===== config.mk =====
export PLATFORM = sky130hd
export DESIGN_NAME = bus_arbiter
export DESIGN_NICKNAME = d
export VERILOG_FILES = /design/src/rtl/bus_arbiter.sv
export SDC_FILE = /design/constraint.sdc
export NUM_CORES = 1
export LEC_CHECK = 0
export BUFFER_PORTS_ARGS = -buffer_cell sky130_fd_sc_hd__buf_2
export CAP_MARGIN = 15
export CORE_MARGIN = 4
export CORE_UTILIZATION = 40
export CTS_CLUSTER_SIZE = 40
export DETAILED_ROUTE_END_ITERATION = 10
export GPL_TIMING_DRIVEN = 0
export PLACE_DENSITY_LB_ADDON = 0.15
export SYNTH_ARGS = -nofsm -noshare
export SYNTH_HDL_FRONTEND = slang
export SYNTH_SLANG_ARGS = --single-unit

===== constraint.sdc =====
create_clock -name clk -period 5.3 [get_ports clk]
set_input_delay 0.795 -clock clk [delete_from_list [all_inputs] [get_ports clk]]
set_output_delay 0.795 -clock clk [all_outputs]
set_load 0.05 [all_outputs]

===== src/rtl/bus_arbiter.sv =====
// bus_arbiter
//
// Round-robin arbiter for a shared bus built around a registered N:1 data mux.
// A source keeps the bus for at most MAX_BURST consecutive cycles per grant.
// Every grant is followed by at least one idle cycle with grant = 0 (turnaround).
// bus_valid/owner follow grant/select by one cycle so that they line up with
// the registered mux output.
//
// Ports
//   clk        in   1      single clock; all state updates on the rising edge
//   clear      in   1      synchronous active-high reset
//   req        in   N_SRC  level request per source
//   grant      out  N_SRC  one-hot or zero, registered
//   select     out  SEL_W  index of the granted source, registered (mux select)
//   bus_valid  out  1      registered copy of (state == OWN), one cycle behind grant
//   owner      out  SEL_W  registered copy of select, one cycle behind grant
module bus_arbiter #(
  parameter int unsigned N_SRC     = 24,
  parameter int unsigned SEL_W     = 5,
  parameter int unsigned MAX_BURST = 4
) (
  input  logic             clk,
  input  logic             clear,
  input  logic [N_SRC-1:0] req,
  output logic [N_SRC-1:0] grant,
  output logic [SEL_W-1:0] select,
  output logic             bus_valid,
  output logic [SEL_W-1:0] owner
);

  localparam logic [3:0]       MaxCnt  = 4'(MAX_BURST);
  localparam logic [SEL_W-1:0] PtrInit = SEL_W'(N_SRC - 1);

  typedef enum logic [0:0] {
    StIdle,
    StOwn
  } state_e;

  state_e           state_q;
  logic [SEL_W-1:0] ptr_q;
  logic [3:0]       cnt_q;
  logic [SEL_W-1:0] select_q;
  logic [N_SRC-1:0] grant_q;
  logic             bus_valid_q;
  logic [SEL_W-1:0] owner_q;

  // Round-robin search: ptr+1, ptr+2, ... wrapping at N_SRC, ptr itself last.
  logic             win_found;
  logic [SEL_W-1:0] win_idx;
  logic [N_SRC-1:0] win_onehot;

  always_comb begin
    win_found = 1'b0;
    win_idx   = '0;
    for (int k = 1; k <= int'(N_SRC); k++) begin
      int idx;
      idx = int'(ptr_q) + k;
      if (idx >= int'(N_SRC)) idx = idx - int'(N_SRC);
      if (!win_found && req[idx]) begin
        win_found = 1'b1;
        win_idx   = SEL_W'(idx);
      end
    end
  end

  always_comb begin
    win_onehot = '0;
    win_onehot[win_idx] = 1'b1;
  end

  // Owner keeps the bus only while it still requests and has burst budget left.
  logic own_continue;
  assign own_continue = req[select_q] && (cnt_q < MaxCnt);

  always_ff @(posedge clk) begin
    if (clear) begin
      // An aborted grant must not advance ptr: reset wins over everything.
      state_q     <= StIdle;
      ptr_q       <= PtrInit;
      cnt_q       <= '0;
      select_q    <= '0;
      grant_q     <= '0;
      bus_valid_q <= 1'b0;
      owner_q     <= '0;
    end else begin
      // Data registered by the mux this edge came from the current select.
      bus_valid_q <= (state_q == StOwn);
      owner_q     <= select_q;
      unique case (state_q)
        StIdle: begin
          if (win_found) begin
            state_q  <= StOwn;
            select_q <= win_idx;
            grant_q  <= win_onehot;
            cnt_q    <= 4'd1;
          end else begin
            grant_q  <= '0;
          end
        end
        StOwn: begin
          if (own_continue) begin
            cnt_q <= cnt_q + 4'd1;
          end else begin
            state_q <= StIdle;
            grant_q <= '0;
            ptr_q   <= select_q;
            cnt_q   <= '0;
          end
        end
        default: begin
          state_q <= StIdle;
          grant_q <= '0;
        end
      endcase
    end
  end

  assign grant     = grant_q;
  assign select    = select_q;
  assign bus_valid = bus_valid_q;
  assign owner     = owner_q;

endmodule


== Yosys cells after proc, flatten, opt, wreduce, memory -nomap -nowiden ==
Cells that the tools add are included.
Word-level totals
  register bits after elaboration: 45
  input port bits: 26
  output and inout port bits: 35
  logic and storage cells: 319
Cells by class
  add/sub/neg operators: 49
  magnitude comparators: 52
  eq/ne operators: 2
  muxes and demuxes: 157
  bitwise operators: 2
  reductions and logical operators: 50
Operators by type and width (count)
  32-bit by 7-bit < comparator with 1-bit output (second input constant): 24
  32-bit 2-to-1 mux: 24
  6-bit by 5-bit subtractor with 7-bit output (second input constant): 24
  6-bit by 5-bit greater-or-equal comparator with 1-bit output (second input constant): 24
  1-bit binary-select mux with 5-bit select: 25
  5-bit 2-to-1 mux: 24
  1-bit 2-to-1 mux: 76
  5-bit by 5-bit adder with 6-bit output (second input constant): 9
  5-bit by 4-bit adder with 6-bit output (second input constant): 8
  24-bit 2-to-1 mux: 2
  24-bit case mux with 2 select lines: 1
  1-bit logical AND: 25
  5-bit by 3-bit adder with 6-bit output (second input constant): 4
  1-bit zero test: 23
  5-bit by 2-bit adder with 6-bit output (second input constant): 2
  5-bit by 6-bit < comparator with 1-bit output (second input constant): 2
  4-bit 2-to-1 mux: 2
  4-bit case mux with 2 select lines: 1
  5-bit by 1-bit adder with 6-bit output (second input constant): 1
  1-bit demux with 5-bit select: 1
  5-bit by 1-bit greater-or-equal comparator with 1-bit output (second input constant): 1
  4-bit by 1-bit adder with 4-bit output (second input constant): 1
  4-bit by 3-bit < comparator with 1-bit output (second input constant): 1
  2-bit != test (second input constant): 2
  other kinds (3): 5

== Longest topological paths before layout ==
Gate-level depths: netlist of the first run.
  word-level depth: 82
  mapped depth: 24
  gate-level depth less buffers: 18

== Worst setup path before layout of the first run ==
OpenSTA, ideal clock, no wires.
  kind: flip-flop to flip-flop
  start: register ptr_q[2]
  end: register grant_q[10] (netlist: grant[10])
  arrival: 5625 ps
  data required time: 5183 ps
  slack: -443 ps
  cell stages (with the launch flop): 24
  path buffers: 7
  period minus slack after synthesis: 5743 ps
  cell sequence: dfxtp_1 buf_6 buf_6 buf_2 clkbuf_1 inv_1 ha_1 clkbuf_1 xnor2_1 inv_1 ha_1 or2_2 or2_2 o21a_1 o211ai_1 o311a_1 nand4_1 or2_2 clkbuf_1 or4_1 a32o_1 o21a_1 buf_4 a32o_1
On the way
  longest elaborated chain between the ends: 82
Ends and longest elaborated chain
  from (decl): line 40  | logic [SEL_W-1:0] ptr_q;
  from (signal assigned): line 79  | ptr_q <= PtrInit;
  from (signal assigned): line 106  | ptr_q <= select_q;
  5-bit by 1-bit adder with 6-bit output: line 57  | idx = int'(ptr_q) + k;
  6-bit by 5-bit subtractor with 7-bit output / 6-bit by 5-bit greater-or-equal comparator with 1-bit output (equally long branches): line 58  | if (idx >= int'(N_SRC)) idx = idx - int'(N_SRC);
  32-bit 2-to-1 mux: line 58
  1-bit binary-select mux with 5-bit select: line 59  | if (!win_found && req[idx]) begin
  1-bit 2-to-1 mux (not written as such) (2 in series): line 59
  1-bit 2-to-1 mux: line 59
  1-bit zero test: line 59
  1-bit logical AND: line 59
  [... 65 more ...]
  1-bit logical AND: line 59
  5-bit 2-to-1 mux: line 59
  5-bit by 6-bit < comparator with 1-bit output (not written as such) / 5-bit by 1-bit greater-or-equal comparator with 1-bit output (equally long branches): line 68  | win_onehot[win_idx] = 1'b1;
  1-bit logical AND (not written as such): line 68
  1-bit 2-to-1 mux (not written as such): line 68
  1-bit demux with 5-bit select: line 68
  24-bit 2-to-1 mux (*): line 91  | if (win_found) begin
  24-bit case mux with 2 select lines (*): line 89  | unique case (state_q)
  to (signal assigned): line 94  | grant_q <= win_onehot;
  to (decl): line 43  | logic [N_SRC-1:0] grant_q;
Every way passes the cells marked *; elsewhere a longest branch is shown, timed or not. The select of a mux whose other input is x is not followed.
A chain may end at the register's enable or synchronous reset.

== Worst setup path in the final report of the first run ==
  start: register ptr_q[1]
  end: register grant_q[1] (netlist: grant[1])
Same word-level chain as after synthesis.

==> results.cfg, run 1 <==
[logic_synthesis]
yosysTopAreaCell = dfxtp_1
syn-num-nets = 1068
synth.most_common_cell = nand2_1
syn_inst = 1000
syn-cell-area_mm2 = 0.00812
synth_edf_count = 0
synthDistinctLibCells = 106
synth-async-reset-ratio = 0
ys_seq_elements = 45
ys_warn_count = 0
synth_area_leaders = dfxtp_1 (11%), mux4_2 (11%), ha_1 (6.5%)
synthFlopType = dfxtp_1
synth_top_cell_area_share = 0.111
ys_seq_area_frac = 0.111
avgSynthCellArea_um2 = 8.12
synth_common_cells = nand2_1 (77), nor2_1 (66), a21oi_1 (55)

[cells_and_area]
drive_above_1_share = 0.373
fin_nets = 1221
fin_area_mm2 = 0.0109
n_antenna_cell = 0
syn_to_final_growth_pct = 34.3
fillers = 1805

[min_path]
min_from = grant[4]
min_to = grant[4]
min_path_type = register to register
hold_depth = 2

[worst_setup_path]
critical_path_class = register to register
crit_path_end_kind = register
rr_worst_depth = 23
worstReg2RegEnd = grant[1]
reg2reg_from = ptr_q[1]
rrSetupSlack_ns = -0.30
critPathLaunchType = register
crit_fanout = 7
cp.required_ns = 5.51
cp.arrival_ns = 5.81

[sta]
grt_setup_unrepaired = yes
fin_ws_ns = -0.300
max_freq_mhz = 179
slew_headroom = 0.380
fin_skew_ns = 0.00489
setup_viol = 27
period_minus_slack_ns = 5.60
period_share = 1.06
finalMaxSlewViolations = 0
hold_viol = 0
worstMarginPinSlew_ns = 0.905

[run_status]
status = complete, but fails checks
failed_checks = setup timing

[clock_network]
htreeDepth = 2
worstSkewPairLatency_ns = 0.29
cts-root-buf = clkbuf_16
clockBufferDepth = 2
cts_tree = yes
cts_buffers = 5
clk_pin_slew_ns = 0.06
cts.sinks = 45

[placed_design]
io_buffers = 60
hpwlAfterDp_um = 25500
place_congestion = 1.08
dpl_cell_area_mm2 = 0.00883

[routing]
dr.first_iter.drc_count = 1045
totalWireLength_um = 35300
drtPass1Iterations = 6
ant_nets = 0
met3_length_um = 3680
vias_per_cell = 6.74
drt-met1-wl_um = 14300
drc = 0
post_drt_wl_per_cell_um = 24.9
met2_length_um = 15500
via_count = 9558
top_layer = met4

[die]
num_rows = 51
core_area_mm2 = 0.0197
die_w_um = 150
die_area_mm2 = 0.0226
die_y_um = 150
start_util = 0.412
ioPinCount = 61

[global_routing]
grt_max_degree = 14
antenna_found_initial = 0
grt_pass1_vias = 8648
overflow = 0
track_usage = 0.294
grt_pass1_wl_um = 51300

[flow_run]
drv_cap = 0
[flip-flops by register name, indices dropped and copies added, names as in the netlist]
register,flops
bus_valid,1
cnt_q,4
ptr_q,5
state_q,1
grant,24
select,5
owner,5
[worst max-delay path: stages (launching register included)]
cell	delay, ns
dfxtp_4	0.38
buf_12	0.13
buf_12	0.12
clkinvlp_4	0.09
buf_8	0.15
ha_4	0.18
nor2b_4	0.05
or3_4	0.33
and2_4	0.18
ha_4	0.15
a211o_1	0.29
a311o_1	0.36
nand3b_1	0.11
o211ai_1	0.21
or4_4	0.58
buf_6	0.14
nor4_4	0.47
nand2_2	0.19
o32ai_4	0.38
a211oi_4	0.06
buf_6	0.15
buf_6	0.12
or3_4	0.42
o31ai_2	0.23
[routing by layer]
layer  global-route usage  vias up
met2                0.454      636
li1                     -     4234
met4                0.111        0
met3               0.0461      113
met1                0.413     4575
met5                    0        -
[area by class of cell]
class / instances / area (um2) / share of cell area
inverters: 39 / 176 / 0.0162
multi-input cells: 851 / 7800 / 0.716
plain buffers: 59 / 482 / 0.0442
flip-flops and latches: 45 / 916 / 0.0840
repair buffers: 152 / 1040 / 0.0959
clock buffers: 7 / 143 / 0.0131
well taps: 265 / 332 / 0.0304
[what timing repair did]
action | in CTS | in global routing
endpoints found under the setup margin | 34 | 29
resized for setup | 138 | 143
pin swaps | 32 | 59
hold buffers | 0 | 0
setup buffers | 47 | 44
gates cloned | 1 | 1
[stage by stage]
step           hold WS (ns)   util  instances  setup slack, ns  setup TNS, ns
5_1_grt               0.483  0.553       1418           -0.347          -7.42
4_1_cts               0.451  0.503       1377           -0.168          -2.20
6_report              0.457  0.553       1418           -0.300          -5.02
2_1_floorplan         0.464      -       1000          0.00686              0
3_3_place_gp          0.434  0.448       1325            -1.86         -50.88
3_5_place_dp          0.437  0.448       1325            -1.76         -49.94
[cell families (layout without fill, tap and decap cells)]
logic type,count (synthesis),in the layout,share of synthesized area
multiplexers,95,95,0.186
XOR/XNOR,31,31,0.0372
flip-flops,45,45,0.111
adder cells (fa/ha/maj),42,42,0.0647
buffers and inverters,104,257,0.0610
AO/OA/AOI/OAI,332,332,0.306
AND/OR/NAND/NOR,351,351,0.234
[how the worst max path moves through the flow]
stage | start | endpoint | slack, ns | cells past startpoint
2_1_floorplan | ptr_q[1] | grant[1] | 0.007 | 20
3_3_place_gp | ptr_q[1] | grant[16] | -1.86 | 19
3_5_place_dp | ptr_q[1] | grant[18] | -1.76 | 19
4_1_cts | ptr_q[2] | grant[17] | -0.17 | 20
5_1_grt | ptr_q[2] | grant[5] | -0.35 | 24
6_report | ptr_q[1] | grant[1] | -0.30 | 23
[cell usage in the layout (no fill, tap or decap), drive strengths merged, types with 12 or more instances in the layout]
cell type / count
xnor2: 28
o31ai: 21
a21oi: 56
a21o: 15
buf: 186
nor3: 30
nand3: 26
ha: 42
nand2: 77
mux4: 42
nand2b: 15
or2: 13
nor2: 66
a31oi: 14
o211ai: 20
inv: 37
dfxtp: 45
o21ai: 43
nor2b: 17
or3: 16
mux2i: 41
a211oi: 23
clkbuf: 32
and2: 24
mux2: 12
Power of run 1 is left out: the tool's default activity adds up to more than one toggle a clock period on the data nets, which glitch-free logic cannot reach.
==> run 2, diff against run 1 <==
--- a/config.mk
+++ b/config.mk
@@ -5,6 +5,7 @@
 export SDC_FILE = /design/constraint.sdc
 export NUM_CORES = 1
 export LEC_CHECK = 0
+export ABC_AREA = 1
 export BUFFER_PORTS_ARGS = -buffer_cell sky130_fd_sc_hd__buf_2
 export CAP_MARGIN = 15
 export CORE_MARGIN = 4
==> run 2 against run 1 <==
The flow now finishes without violations. Register-to-register slack improved by 0.54 ns. Maximum frequency increased by 11%. Sequential share of layout area increased by 3.0 points. Largest cell class unchanged. Highest routed layer unchanged.
==> results.cfg, run 2 <==
[die]
ioPinCount = 61
num_rows = 47
core_area_mm2 = 0.0165
start_util = 0.406
die_y_um = 137
die_w_um = 137
die_area_mm2 = 0.0189

[worst_setup_path]
crit_path_end_kind = register
cp.required_ns = 5.51
max_stage_delay_ns = 0.45
critical_path_class = register to register
cp.arrival_ns = 5.27
crit_fanout = 8
critPathLaunchType = register
crit_path_top_delay_cell = xor2_1

[cells_and_area]
n_antenna_cell = 0
fillers = 1799
drive_above_1_share = 0.188
fin_nets = 1331
layout_commonest_cell = nand2_1
syn_to_final_growth_pct = 20.0
largest_reg_flops = 24
final_cell_mix = nand2_1 (307), nand3_1 (157), inv_1 (147), nor2_1 (106), buf_2 (66)

[logic_synthesis]
synth_common_cells = nand2_1 (324), nand3_1 (166), inv_1 (149)
synthMuxAreaShare = 0.00468
synth_compound_area_frac = 0.152
synth-async-reset-ratio = 0
synth_area_leaders = nand2_1 (18%), dfxtp_1 (13%), nand3_1 (12%)
synth_edf_count = 0
synthSimpleGateAreaFrac = 0.469
syn_inst = 1180
avgSynthCellArea_um2 = 5.67
syn-num-nets = 1248
ys_seq_area_frac = 0.135
ys_seq_elements = 45
synth.most_common_cell = nand2_1
ys_warn_count = 0
synth_top_cell_area_share = 0.182
yosys.area_share.adder = 0.0786
syn-cell-area_mm2 = 0.00669
synth_top_family_by_area = simple AND/OR/NAND/NOR gates
synth-xor-area-share = 0.0367
yosysTopAreaCell = nand2_1
synthDistinctLibCells = 58
synthFlopType = dfxtp_1

[placed_design]
place_congestion = 1.05
io_buffers = 59
hpwlAfterDp_um = 20900

[global_routing]
overflow = 0
antenna_found_initial = 0
grt_max_degree = 16
track_usage = 0.268
grt_pass1_wl_um = 38900
grt_pass1_vias = 7122

[routing]
post_drt_wl_per_cell_um = 17.5
ant_nets = 0
totalWireLength_um = 25900
drc = 0
via_count = 8050
vias_per_cell = 5.42
drtPass1Iterations = 5
dr.first_iter.drc_count = 694

[sta]
slew_headroom = 0.419
setup_viol = 0
fin_hold_ws_ns = 0.444
worstMarginPinSlew_ns = 0.862
period_share = 0.954
max_freq_mhz = 198
fin_skew_ns = 0.00331
finalMaxSlewViolations = 0
period_minus_slack_ns = 5.06
hold_viol = 0

[clock_network]
cts_buffers = 5
htreeDepth = 2
clk_pin_slew_ns = 0.06
cts_tree = yes
clockBufferDepth = 2
cts.hold.buffers_added = 0
cts-root-buf = clkbuf_16
worstSkewPairLatency_ns = 0.28
cts.sinks = 45

[run_status]
status = complete, no violations

[min_path]
min_path_type = register to register

[flow_run]
drv_cap = 0
## run 2: metrics by stage
step,cell area [um2],utilization,std cells,TNS [ns],worst slack [ns]
2_1_floorplan,6690,-,1180,0,0.797
3_3_place_gp,7260,0.441,1459,-20.75,-0.758
3_5_place_dp,7260,0.441,1459,-20.66,-0.745
4_1_cts,7560,0.459,1468,0,0.0300
5_1_grt,8030,0.488,1484,-0.208,-0.0636
6_report,8030,0.488,1484,0,0.245
## run 2: path summary, 6_finish.rpt
kind | depth (start not counted) | to | slack [ns] | startpoint
worst max-delay path | 26 | grant[6] | 0.24 | ptr_q[2]
worst min-delay path | 2 | cnt_q[3] | 0.44 | cnt_q[3]
worst max register to register | 26 | grant[6] | 0.24 | ptr_q[2]
worst min register to register | 2 | cnt_q[3] | 0.44 | cnt_q[3]
## run 2: kinds of logic after synthesis
logic type / Yosys count
buffers and inverters: 202
adder cells (fa/ha/maj): 42
XOR/XNOR: 25
multiplexers: 3
AO/OA/AOI/OAI: 176
flip-flops: 45
AND/OR/NAND/NOR: 687
## run 2: worst max-delay path: cells and delay by family, from the launching register on
family | cells | cell delay, ns
fa+ha+maj | 2 | 0.55
buf+inv | 4 | 0.44
flops | 1 | 0.39
simple gates | 16 | 2.79
compound gates | 3 | 0.36
xor+xnor | 1 | 0.45
## run 2: final cells by class
| class | instances | area, um2 | share of cell area |
|---|---|---|---|
| Multi-Input combinational cell | 933 | 5340 | 0.665 |
| Sequential cell | 45 | 915 | 0.114 |
| Inverter | 165 | 629 | 0.0784 |
| Timing Repair Buffer | 77 | 430 | 0.0536 |
| Tap cell | 220 | 275 | 0.0343 |
| Buffer | 36 | 268 | 0.0334 |
| Clock buffer | 7 | 143 | 0.0178 |
| Clock inverter | 1 | 30.0 | 0.00374 |
## run 2: what timing repair did
item	4_1_cts	5_1_grt
buffers inserted	1	17
resized for setup	34	90
pin swaps	2	19
endpoints found under the setup margin	34	34
hold endpoints to repair	0	0
## run 2: metal layers
layer,vias up,global-route usage,part of all wire
met5,-,0,0
met4,0,0.109,0.046
met3,71,0.0369,0.069
met2,296,0.429,0.45
met1,3643,0.362,0.44
li1,4040,-,-
Power of run 2 is left out for the same reason.
==> run 3, diff against run 2 <==
--- a/config.mk
+++ b/config.mk
@@ -9,7 +9,7 @@
 export BUFFER_PORTS_ARGS = -buffer_cell sky130_fd_sc_hd__buf_2
 export CAP_MARGIN = 15
 export CORE_MARGIN = 4
-export CORE_UTILIZATION = 40
+export CORE_UTILIZATION = 56
 export CTS_CLUSTER_SIZE = 40
 export DETAILED_ROUTE_END_ITERATION = 10
 export GPL_TIMING_DRIVEN = 0
==> run 3 against run 2 <==
Hold slack improved by 0.014 ns. Maximum frequency rose by 0.58%. Clock-buffer cell count fell by 2. Utilization grew 18 points. Flip-flop and latch count did not move. Global-route usage up 7.9 points. Design area decreased by 3.8%. Critical path depth grew 4. Setup slack gained 0.029 ns. Non-clock buffer count down 4.
==> results.cfg, run 3 (synthesis gave the netlist of run 2 again) <==
[sta]
fin_ws_ns = 0.274
fin_skew_ns = 0.00599
period_minus_slack_ns = 5.03
hold_viol = 0
max_freq_mhz = 199
setup_tns_ns = 0
finalMaxSlewViolations = 0
period_share = 0.948
setup_viol = 0
worstMarginPinSlew_ns = 0.849
slew_headroom = 0.428

[worst_setup_path]
crit_path_end_kind = register
startpoint = ptr_q[2]
reg2reg_from = ptr_q[2]
crit_fanout = 15
critical_path_class = register to register
critPathLaunchType = register
rr_worst_depth = 30
cp.required_ns = 5.52
crit_path_top_delay_cell = dfxtp_4
cp.arrival_ns = 5.24
max_stage_delay_ns = 0.38

[die]
die_y_um = 117
num_rows = 39
die_w_um = 117
die_area_mm2 = 0.0138
ioPinCount = 61
core_area_mm2 = 0.0116
start_util = 0.578

[placed_design]
io_buffers = 59
hpwlAfterDp_um = 19000
place_congestion = 1.10
dp_slack_ns = -0.534

[clock_network]
cts_tree = yes
cts.hold.buffers_added = 0
clockBufferDepth = 2
clk_pin_slew_ns = 0.07
cts-root-buf = clkbuf_16
worstSkewPairLatency_ns = 0.29
cts_buffers = 5
cts.sinks = 45
htreeDepth = 2

[cells_and_area]
layout_commonest_cell = nand2_1
fillers = 1146
n_antenna_cell = 0
syn_to_final_growth_pct = 15.5
largest_reg_flops = 24
drive_above_1_share = 0.174
multi_input_area_mm2 = 0.00520
final_cell_mix = nand2_1 (313), nand3_1 (162), inv_1 (148), nor2_1 (107), buf_2 (68)
fin_nets = 1327
regArea_um2 = 913

[routing]
dr.first_iter.drc_count = 1034
drc = 0
via_count = 8172
totalWireLength_um = 24000
vias_per_cell = 5.82
post_drt_wl_per_cell_um = 17.1
ant_nets = 0
drtPass1Iterations = 6

[global_routing]
grt-busiest-layer = met2
track_usage = 0.347
grt_pass1_vias = 7290
grt_max_degree = 16
use_met3 = 0.0576
use_met1 = 0.432
grt_pass1_wl_um = 36900
antenna_found_initial = 0
overflow = 0
use_met2 = 0.577

[min_path]
min_path_type = register to register
min_from = cnt_q[3]
hold_depth = 2

[run_status]
status = complete, no violations

[flow_run]
drv_cap = 0
## run 3: final timing paths
check,slack (ns),end
min reg2reg,0.46,cnt_q[3]
max reg2reg,0.27,grant[16]
max,0.27,grant[16]
min,0.46,cnt_q[3]
## run 3: metrics by stage
| step | hold WS, ns | utilization | instances | cell area, um2 |
|---|---|---|---|---|
| final | 0.458 | 0.668 | 1403 | 7720 |
| after global placement | 0.430 | 0.619 | 1382 | 7160 |
| after CTS | 0.454 | 0.638 | 1390 | 7380 |
| after global routing | 0.485 | 0.668 | 1403 | 7720 |
| after floorplan | 0.420 | - | 1180 | 6690 |
| after detailed placement | 0.445 | 0.619 | 1382 | 7160 |
## run 3: layout make-up
cell class | count | share of cell area
tap | 143 | 0.0232
clock inverter | 3 | 0.00275
multi-input combinational | 933 | 0.674
inverter | 165 | 0.0812
clock buffer | 5 | 0.0162
timing repair buffer | 72 | 0.0509
sequential | 45 | 0.118
buffer | 37 | 0.0339
## run 3: layer usage
metal / up-vias / wire length [um]
met3: 76 / 2210
met1: 3640 / 9490
met2: 433 / 11100
met5: - / 0
met4: 0 / 1270
li1: 4023 / -
## run 3: repair_timing
action	in CTS	in global routing
resized for setup	21	72
setup buffers	0	13
pin swaps	0	17
setup endpoints to repair	34	34
## run 3: worst max-delay path, delay by kind of cell, from the launching register on
family | cells | cell delay, ns
AO/OA/AOI/OAI | 3 | 0.57
XOR/XNOR | 1 | 0.30
adder cells (fa/ha/maj) | 2 | 0.38
buffers and inverters | 7 | 0.80
flip-flops | 1 | 0.38
AND/OR/NAND/NOR | 17 | 2.51
Power of run 3 is left out for the same reason.
